`src/rtl/pc_seq_pkg.sv`:
```
// Shared types and helpers for the program-counter / phase sequencer.
package pc_seq_pkg;

  // Sequencer run state
  typedef enum logic [1:0] {
    IDLE   = 2'd0,
    RUN    = 2'd1,
    HALTED = 2'd2
  } seq_state_e;

  // Width of a phase counter that counts 0..phases-1 (at least one bit)
  function automatic int phase_width(input int phases);
    return (phases > 1) ? $clog2(phases) : 1;
  endfunction

endpackage

```
`src/rtl/phase_counter.sv`:
```
// Wrapping phase counter: counts 0..PHASES-1 while enabled, clear forces 0.
module phase_counter
  import pc_seq_pkg::*;
#(
  parameter  int PHASES = 7,
  localparam int TW     = phase_width(PHASES)
) (
  input  logic          clock,
  input  logic          reset_n,
  input  logic          en,
  input  logic          clr,
  output logic [TW-1:0] tick,
  output logic          last
);

  logic [TW-1:0] tick_q;
  logic [TW-1:0] tick_d;

  assign last = (tick_q == TW'(PHASES - 1));
  assign tick = tick_q;

  // Next phase: clear wins, otherwise step and wrap after the last phase
  always_comb begin
    tick_d = tick_q;
    if (clr) begin
      tick_d = '0;
    end else if (en) begin
      tick_d = last ? '0 : tick_q + TW'(1);
    end
  end

  // Phase register
  always_ff @(posedge clock or negedge reset_n) begin
    if (!reset_n) begin
      tick_q <= '0;
    end else begin
      tick_q <= tick_d;
    end
  end

endmodule

```
`src/rtl/pc_sequencer.sv`:
```
// Program counter and phase sequencer: run/halt FSM, PC commit with a
// one-entry redirect buffer, and a retired-instruction counter.
module pc_sequencer
  import pc_seq_pkg::*;
#(
  parameter  int              XLEN     = 32,
  parameter  int              PHASES   = 7,
  parameter  int              INC      = 4,
  parameter  logic [XLEN-1:0] RESET_PC = '0,
  localparam int              TW       = phase_width(PHASES)
) (
  input  logic            clock,
  input  logic            reset_n,
  input  logic            run,
  input  logic            halt_req,
  input  logic            stall,
  input  logic            redirect_valid,
  input  logic [XLEN-1:0] redirect_pc,
  output logic [XLEN-1:0] pc,
  output logic [TW-1:0]   tick,
  output logic            running,
  output logic            commit,
  output logic [31:0]     retired
);

  seq_state_e      state_q, state_d;
  logic [XLEN-1:0] pc_q, pc_d;
  logic [XLEN-1:0] redir_buf_q, redir_buf_d;
  logic            redir_pend_q, redir_pend_d;
  logic            halt_pend_q, halt_pend_d;
  logic [31:0]     retired_q, retired_d;
  logic [XLEN-1:0] next_pc;
  logic            phase_last;
  logic            halt_now;

  assign running = (state_q == RUN);
  assign commit  = running && !stall && phase_last;
  assign pc      = pc_q;
  assign retired = retired_q;

  // Phase counter steps only while running unstalled and sits at 0 otherwise,
  // so every entry into RUN starts at phase 0
  phase_counter #(
    .PHASES (PHASES)
  ) u_phase (
    .clock   (clock),
    .reset_n (reset_n),
    .en      (running && !stall),
    .clr     (!running),
    .tick    (tick),
    .last    (phase_last)
  );

  // Commit target: same-cycle redirect bypasses the buffer, then buffer, then increment
  always_comb begin
    next_pc = pc_q + XLEN'(INC);
    if (redirect_valid) begin
      next_pc = redirect_pc;
    end else if (redir_pend_q) begin
      next_pc = redir_buf_q;
    end
  end

  // A halt request arriving on the commit cycle itself halts at that commit
  assign halt_now = halt_pend_q || halt_req;

  // Run/halt FSM next state
  always_comb begin
    state_d = state_q;
    unique case (state_q)
      IDLE:    if (run) state_d = RUN;
      RUN:     if (commit && halt_now) state_d = HALTED;
      HALTED:  if (run) state_d = RUN;
      default: state_d = IDLE;
    endcase
  end

  // PC, redirect buffer, halt latch and retired counter updates
  always_comb begin
    pc_d         = pc_q;
    redir_buf_d  = redir_buf_q;
    redir_pend_d = redir_pend_q;
    halt_pend_d  = halt_pend_q;
    retired_d    = retired_q;
    if (commit) begin
      pc_d         = next_pc;
      redir_pend_d = 1'b0;
      halt_pend_d  = 1'b0;
      retired_d    = retired_q + 32'd1;
    end else begin
      if (redirect_valid) begin
        redir_buf_d  = redirect_pc;
        redir_pend_d = 1'b1;
      end
      if (halt_req && state_q != IDLE) begin
        halt_pend_d = 1'b1;
      end
    end
  end

  // State registers; reset clears everything including pending requests
  always_ff @(posedge clock or negedge reset_n) begin
    if (!reset_n) begin
      state_q      <= IDLE;
      pc_q         <= RESET_PC;
      redir_buf_q  <= '0;
      redir_pend_q <= 1'b0;
      halt_pend_q  <= 1'b0;
      retired_q    <= '0;
    end else begin
      state_q      <= state_d;
      pc_q         <= pc_d;
      redir_buf_q  <= redir_buf_d;
      redir_pend_q <= redir_pend_d;
      halt_pend_q  <= halt_pend_d;
      retired_q    <= retired_d;
    end
  end

endmodule

```
`config.mk`:
```
export PLATFORM = sky130hd
export DESIGN_NAME = pc_sequencer
export DESIGN_NICKNAME = d
export VERILOG_FILES = /design/src/rtl/pc_seq_pkg.sv /design/src/rtl/phase_counter.sv /design/src/rtl/pc_sequencer.sv
export SDC_FILE = /design/constraint.sdc
export NUM_CORES = 1
export LEC_CHECK = 0
export ABC_AREA = 1
export CORE_MARGIN = 2
export CORE_UTILIZATION = 48
export DETAILED_ROUTE_END_ITERATION = 10
export PLACE_DENSITY = 0.8
export SYNTH_ARGS = -nofsm -noshare
export SYNTH_HDL_FRONTEND = slang
export SYNTH_SLANG_ARGS = --single-unit
```
`constraint.sdc`:
```
create_clock -name clock -period 1.37 [get_ports clock]
set_input_delay 0.411 -clock clock [delete_from_list [all_inputs] [get_ports clock]]
set_output_delay 0.411 -clock clock [all_outputs]
set_load 0.01 [all_outputs]
```
Yosys cells after proc, flatten, opt, wreduce, memory -nomap -nowiden
Cells that the tools add are included.
{ "op_classes": {"eq_ne": 6, "n_mul": 0, "div_mod_pow": 0, "shift": 0, "reduce_logical": 13, "order_cmp": 0, "mux": 12, "n_bitwise": 1, "n_addsub": 3} }
{ "op_table": {"columns": ["op", "n"], "rows": [
  ["two-way mux 32 bit", 2],
  ["adder 32 x 1 -> 32 bit (second input constant)", 1],
  ["adder 32 x 3 -> 32 bit (second input constant)", 1],
  ["two-way mux 3 bit", 3],
  ["!= test 2 x 1 -> 1 bit (second input constant)", 3],
  ["nonzero test 2 bit", 3],
  ["logical AND 1 bit", 4],
  ["two-way mux 1 bit", 4],
  ["two-way mux 2 bit", 2],
  ["case mux 2 bit (2 select lines)", 1],
  ["AND reduction 2 bit", 2],
  ["adder 3 x 1 -> 3 bit (second input constant)", 1],
  ["equality test 3 bit (second input constant)", 1],
  ["equality test 2 x 1 -> 1 bit (second input constant)", 1],
  ["equality test 2 bit (second input constant)", 1],
  ["logical NOT 2 bit", 1],
  ["OR reduction 2 bit", 1],
  ["logical NOT 1 bit", 1],
  ["logical OR 1 bit", 1],
  ["NOT 1 bit", 1]
]} }
{ "totals": {"reg_bits": 103, "mem_count": 0, "latch_bits": 0, "ram_bits": 0, "romBits": 0, "elab_cells": 42} }

Depth between registers and ports, before layout
{ "depth": {"depth_word": 6, "depth_mapped": 11} }

By module
From an unflattened synthesis, not the netlist that was laid out.
{ "unflattened": {"cells_unflattened": 850, "area_unflattened_um2": 6077.1} }
{ "by_module_without_submodules": {"columns": ["mod", "seq_area_each_um2", "area_each_um2", "cells_each", "n_inst"], "rows": [
  ["pc_sequencer", 2502.4, 5905.7, 825, 1],
  ["phase_counter", 75.1, 171.4, 25, 1]
]} }

Worst setup path after synthesis
OpenSTA, ideal clock, no wires.
{ "synth_path": {"path_kind": "register to output", "startpoint": "register u_phase.tick_q[0] (netlist: u_phase.tick[0])", "endpoint": "output port commit", "path_stages_with_launch": 6, "slack_ns": -0.165, "n_path_buf": 2, "t_arrival_ns": 1.124, "path_cell_list": "dfrtp_1 -> inv_1 -> nand3_1 -> nor2_4 -> buf_4 -> buf_2"} }
{ "synth_between": {"elab_chain_cells": 2} }
{ "synth_rtl": {"columns": ["item", "line", "text"], "rows": [
  ["start, declared", "phase_counter.sv:16", "logic [TW-1:0] tick_q;"],
  ["start signal, assigned", "phase_counter.sv:37", "tick_q <= tick_d;"],
  ["equality test 3 bit", "phase_counter.sv:19", "assign last = (tick_q == TW'(PHASES - 1));"],
  ["logical AND 1 bit", "pc_sequencer.sv:37", "assign commit = running && !stall && phase_last;"],
  ["end, declared", "pc_sequencer.sv:22", "output logic commit,"]
]} }
Every way passes these cells.

Worst setup path in the final report
{ "layout_path": {"startpoint": "register pc_q[2] (netlist: pc[2])", "endpoint": "register pc_q[26] (netlist: pc[26])"} }
{ "layout_between": {"elab_chain_cells": 3} }
{ "layout_rtl": {"columns": ["item", "line", "text"], "rows": [
  ["start, declared", "pc_sequencer.sv:27", "logic [XLEN-1:0] pc_q, pc_d;"],
  ["start signal, assigned", "pc_sequencer.sv:112", "pc_q <= pc_d;"],
  ["adder 32 x 3 -> 32 bit", "pc_sequencer.sv:56", "next_pc = pc_q + XLEN'(INC);"],
  ["two-way mux 32 bit", "pc_sequencer.sv:59", "end else if (redir_pend_q) begin"],
  ["two-way mux 32 bit", "pc_sequencer.sv:57", "if (redirect_valid) begin"]
]} }
Every way passes these cells.
A chain may end at the register's enable or synchronous reset.

==> impl_metrics.yaml <==
cts:
  clock_latency_ns: 0.39
  cts_max_level: 3
  cts_tree: "yes"
  cts.hold.buffers_added: 0
  clk_pin_slew_ns: 0.10
  cts_buffers: 9
  cts_buffer_depth: 2
  clockRootBuffer: "clkbuf_16"
  clock_sinks: 103
logic_synthesis:
  synth_seq_cells: 103
  synth_top_area_cell: "dfrtp_1"
  avgSynthCellArea_um2: 7.30
  synthArstFlopShare_pct: 100
  synthesis.nets: 858
  synth_cell_type_count: 40
  ys.flop_type: "dfrtp_1"
  yosys-top-cells-area: "dfrtp_1, nand2_1, nor2_1, inv_1, nand3_1"
  ys_seq_area_share_pct: 43.2
  synth_top_cell_area_share_pct: 43.2
  yosysWarnings: 0
  synth_area_mm2: 0.00597
  synth_edf_count: 0
  synth_cells: 818
global_routing:
  grt_pass1_vias: 6949
  grt_max_degree: 63
  overflow: 0
  grt_pass1_wl_um: 33500
  antenna_found_initial: 0
  grt.total_usage_pct: 32.4
die:
  start_util_pct: 49.5
  core_mm2: 0.0121
  dieHeight_um: 116
  rows: 40
  io_pins: 107
  die_area_mm2: 0.0133
  die_w_um: 116
final_layout:
  fill_cells: 505
  layout.cells.non_filler: 1314
  diodes: 0
  layout_commonest_cell: "nand2_1"
  final_cell_mix: "nand2_1, buf_4, dfrtp_1"
  seq_area_mm2: 0.00260
  finalNetCount: 1181
  drive_gt1_share_pct: 47.0
  syn_to_final_growth_pct: 73.7
  multi_input_area_mm2: 0.00401
critical_path:
  crit_type: "flop to flop"
  slowest_delay_ns: 0.38
  crit_buf_inv: 1
  cp-end-kind: "flop"
  crit_path_top_delay_cell: "dfrtp_1"
  crit_fanout: 6
  critPathTopFamily: "simple AND/OR/NAND/NOR gates"
  crit_chain: "buf_6 -> ha_4 -> nand2_4 -> nor2_4 -> nand2_4 -> nor2_4 -> nand2_2 -> o211ai_1 -> nand2_1"
  cp.required_ns: 1.63
  start_kind: "flop"
  cp_data_arrival_time_ns: 2.07
pwr:
  power_frac_clock_pct: 19.8
  powerDensity_mw_per_mm2: 1310
  switching_share_pct: 39.4
  p_comb_share_pct: 48.6
  p_leak_nw: 5.07
  internal_power_mw: 8.25
  p_seq_share_pct: 31.6
  p_sw_mw: 5.35
  power_mw: 13.6
  vdd_drop_max_mv: 1.01
sta:
  setup_ws_ns: -0.435
  tns_ns: -31.35
  fmax_mhz: 554
  hold_slack_ns: -0.0179
  period_share_pct: 132
  max_slew_margin_pct: 73.0
  setup_viol: 147
  rsz0062_at_grt: "true"
  worst-slew-pin-transition_ns: 0.401
  hold_violations: 5
  layout_min_cycle_time_ns: 1.81
  drv_slew: 0
  clock_skew_ns: 0.0327
run_status:
  violations: "hold timing, setup timing"
  status: "finished with violations"
placement:
  placed_cells: 1185
  portBuffers: 106
  post-dp-hpwl_um: 12800
  routabilityCongestion: 0.941
hold_path:
  worstHoldPathType: "primary input to async pin"
routing:
  first_pass_iters: 6
  ant_nets: 0
  wl_per_cell_um: 23.5
  first_iter_violations: 1448
  vias: 8357
  drcViolationCount: 0
  vias_per_cell: 6.36
  drt-total-wl_um: 30800
job:
  max-cap-violations: 0
[area by class of cell]
class                           instances  share of cell area [%]
Tap cell                              168                    2.03
Clock inverter                          5                   0.386
Multi-Input combinational cell        629                    38.7
Sequential cell                       103                    25.0
Inverter                               66                    2.51
Timing Repair Buffer                  332                    29.0
Clock buffer                           11                    2.34
[Yosys cell counts (10+ instances only)]
| master | number |
|---|---|
| a21oi_1 | 21 |
| a22o_1 | 14 |
| buf_2 | 11 |
| dfrtp_1 | 103 |
| inv_1 | 63 |
| mux2_2 | 19 |
| nand2_1 | 273 |
| nand3_1 | 43 |
| nand3b_1 | 11 |
| nor2_1 | 131 |
| o21ai_0 | 39 |
| xnor2_1 | 10 |
[sequential cells by signal, indices dropped and copies added (netlist names)]
register / count
u_phase.tick: 3
redir_buf_q: 32
halt_pend_q: 1
retired: 32
state_q: 2
redir_pend_q: 1
pc: 32
[routing by layer]
metal | track usage, % | up-vias | part of all wire [%]
met4 | 13.9 | 0 | 9.9
met5 | 0 | - | 0
met1 | 40.2 | 3861 | 33
met2 | 54.0 | 887 | 45
li1 | - | 3283 | -
met3 | 7.85 | 326 | 12
[power groups by stage]
| stage | sequential [mW] | clock [mW] | combinational, mW |
|---|---|---|---|
| 2_1_floorplan | 4.51 | 0 | 1.46 |
| 3_3_place_gp | 4.28 | 0 | 4.05 |
| 3_5_place_dp | 4.28 | 0 | 4.15 |
| 4_1_cts | 4.09 | 2.56 | 5.20 |
| 5_1_grt | 4.29 | 2.76 | 6.88 |
| 6_report | 4.29 | 2.70 | 6.61 |
[through the flow]
stage                     hold WS (ns)  setup WS [ns]  util (%)  instance area [um2]
after detailed placement         0.408         -0.781      67.5                 8150
after floorplan                  0.115         -0.143         -                 6050
after CTS                       0.0189         -0.312      75.9                 9150
after global routing            0.0272         -0.509      85.9                10400
after global placement           0.406         -0.788      67.5                 8150
final                          -0.0179         -0.435      85.9                10400
[cell families (layout without fill, tap and decap cells)]
logic type	count (synthesis)	after routing	share of synthesized area, %
and+or+nand+nor	491	494	34.3
AOI/OAI and AO/OA	97	97	9.79
xor gates and xnor gates	17	17	2.49
adders and majority gates	2	2	0.419
buffers and inverters	89	414	6.23
DFF	103	103	43.2
muxes	19	19	3.58
[worst reg2reg max path, delay by kind of cell, from the launching register on]
| kind | cells | cell delay, ns |
|---|---|---|
| compound gates | 1 | 0.21 |
| buf+inv | 1 | 0.13 |
| fa+ha+maj | 1 | 0.15 |
| simple gates | 6 | 0.80 |
| flops | 1 | 0.38 |
[worst paths after layout]
path                                       from              end  slack (ns)  cells past startpoint
worst min-delay path                    reset_n       retired[8]       -0.02                      2
worst max-delay path                      pc[2]           pc[26]       -0.44                      9
worst min register to register  redir_buf_q[10]  redir_buf_q[10]        0.50                      2
max in group asynchronous               reset_n            pc[3]        0.99                      2
min in group clock              redir_buf_q[10]  redir_buf_q[10]        0.50                      2
worst max register to register            pc[2]           pc[26]       -0.44                      9
[what timing repair did]
action	in CTS	in global routing
setup endpoints to repair	168	134
buffers inserted	79	40
pin swaps	35	67
gates cloned	3	5
gates resized for setup	400	233
(Power assumes the default switching activity.)
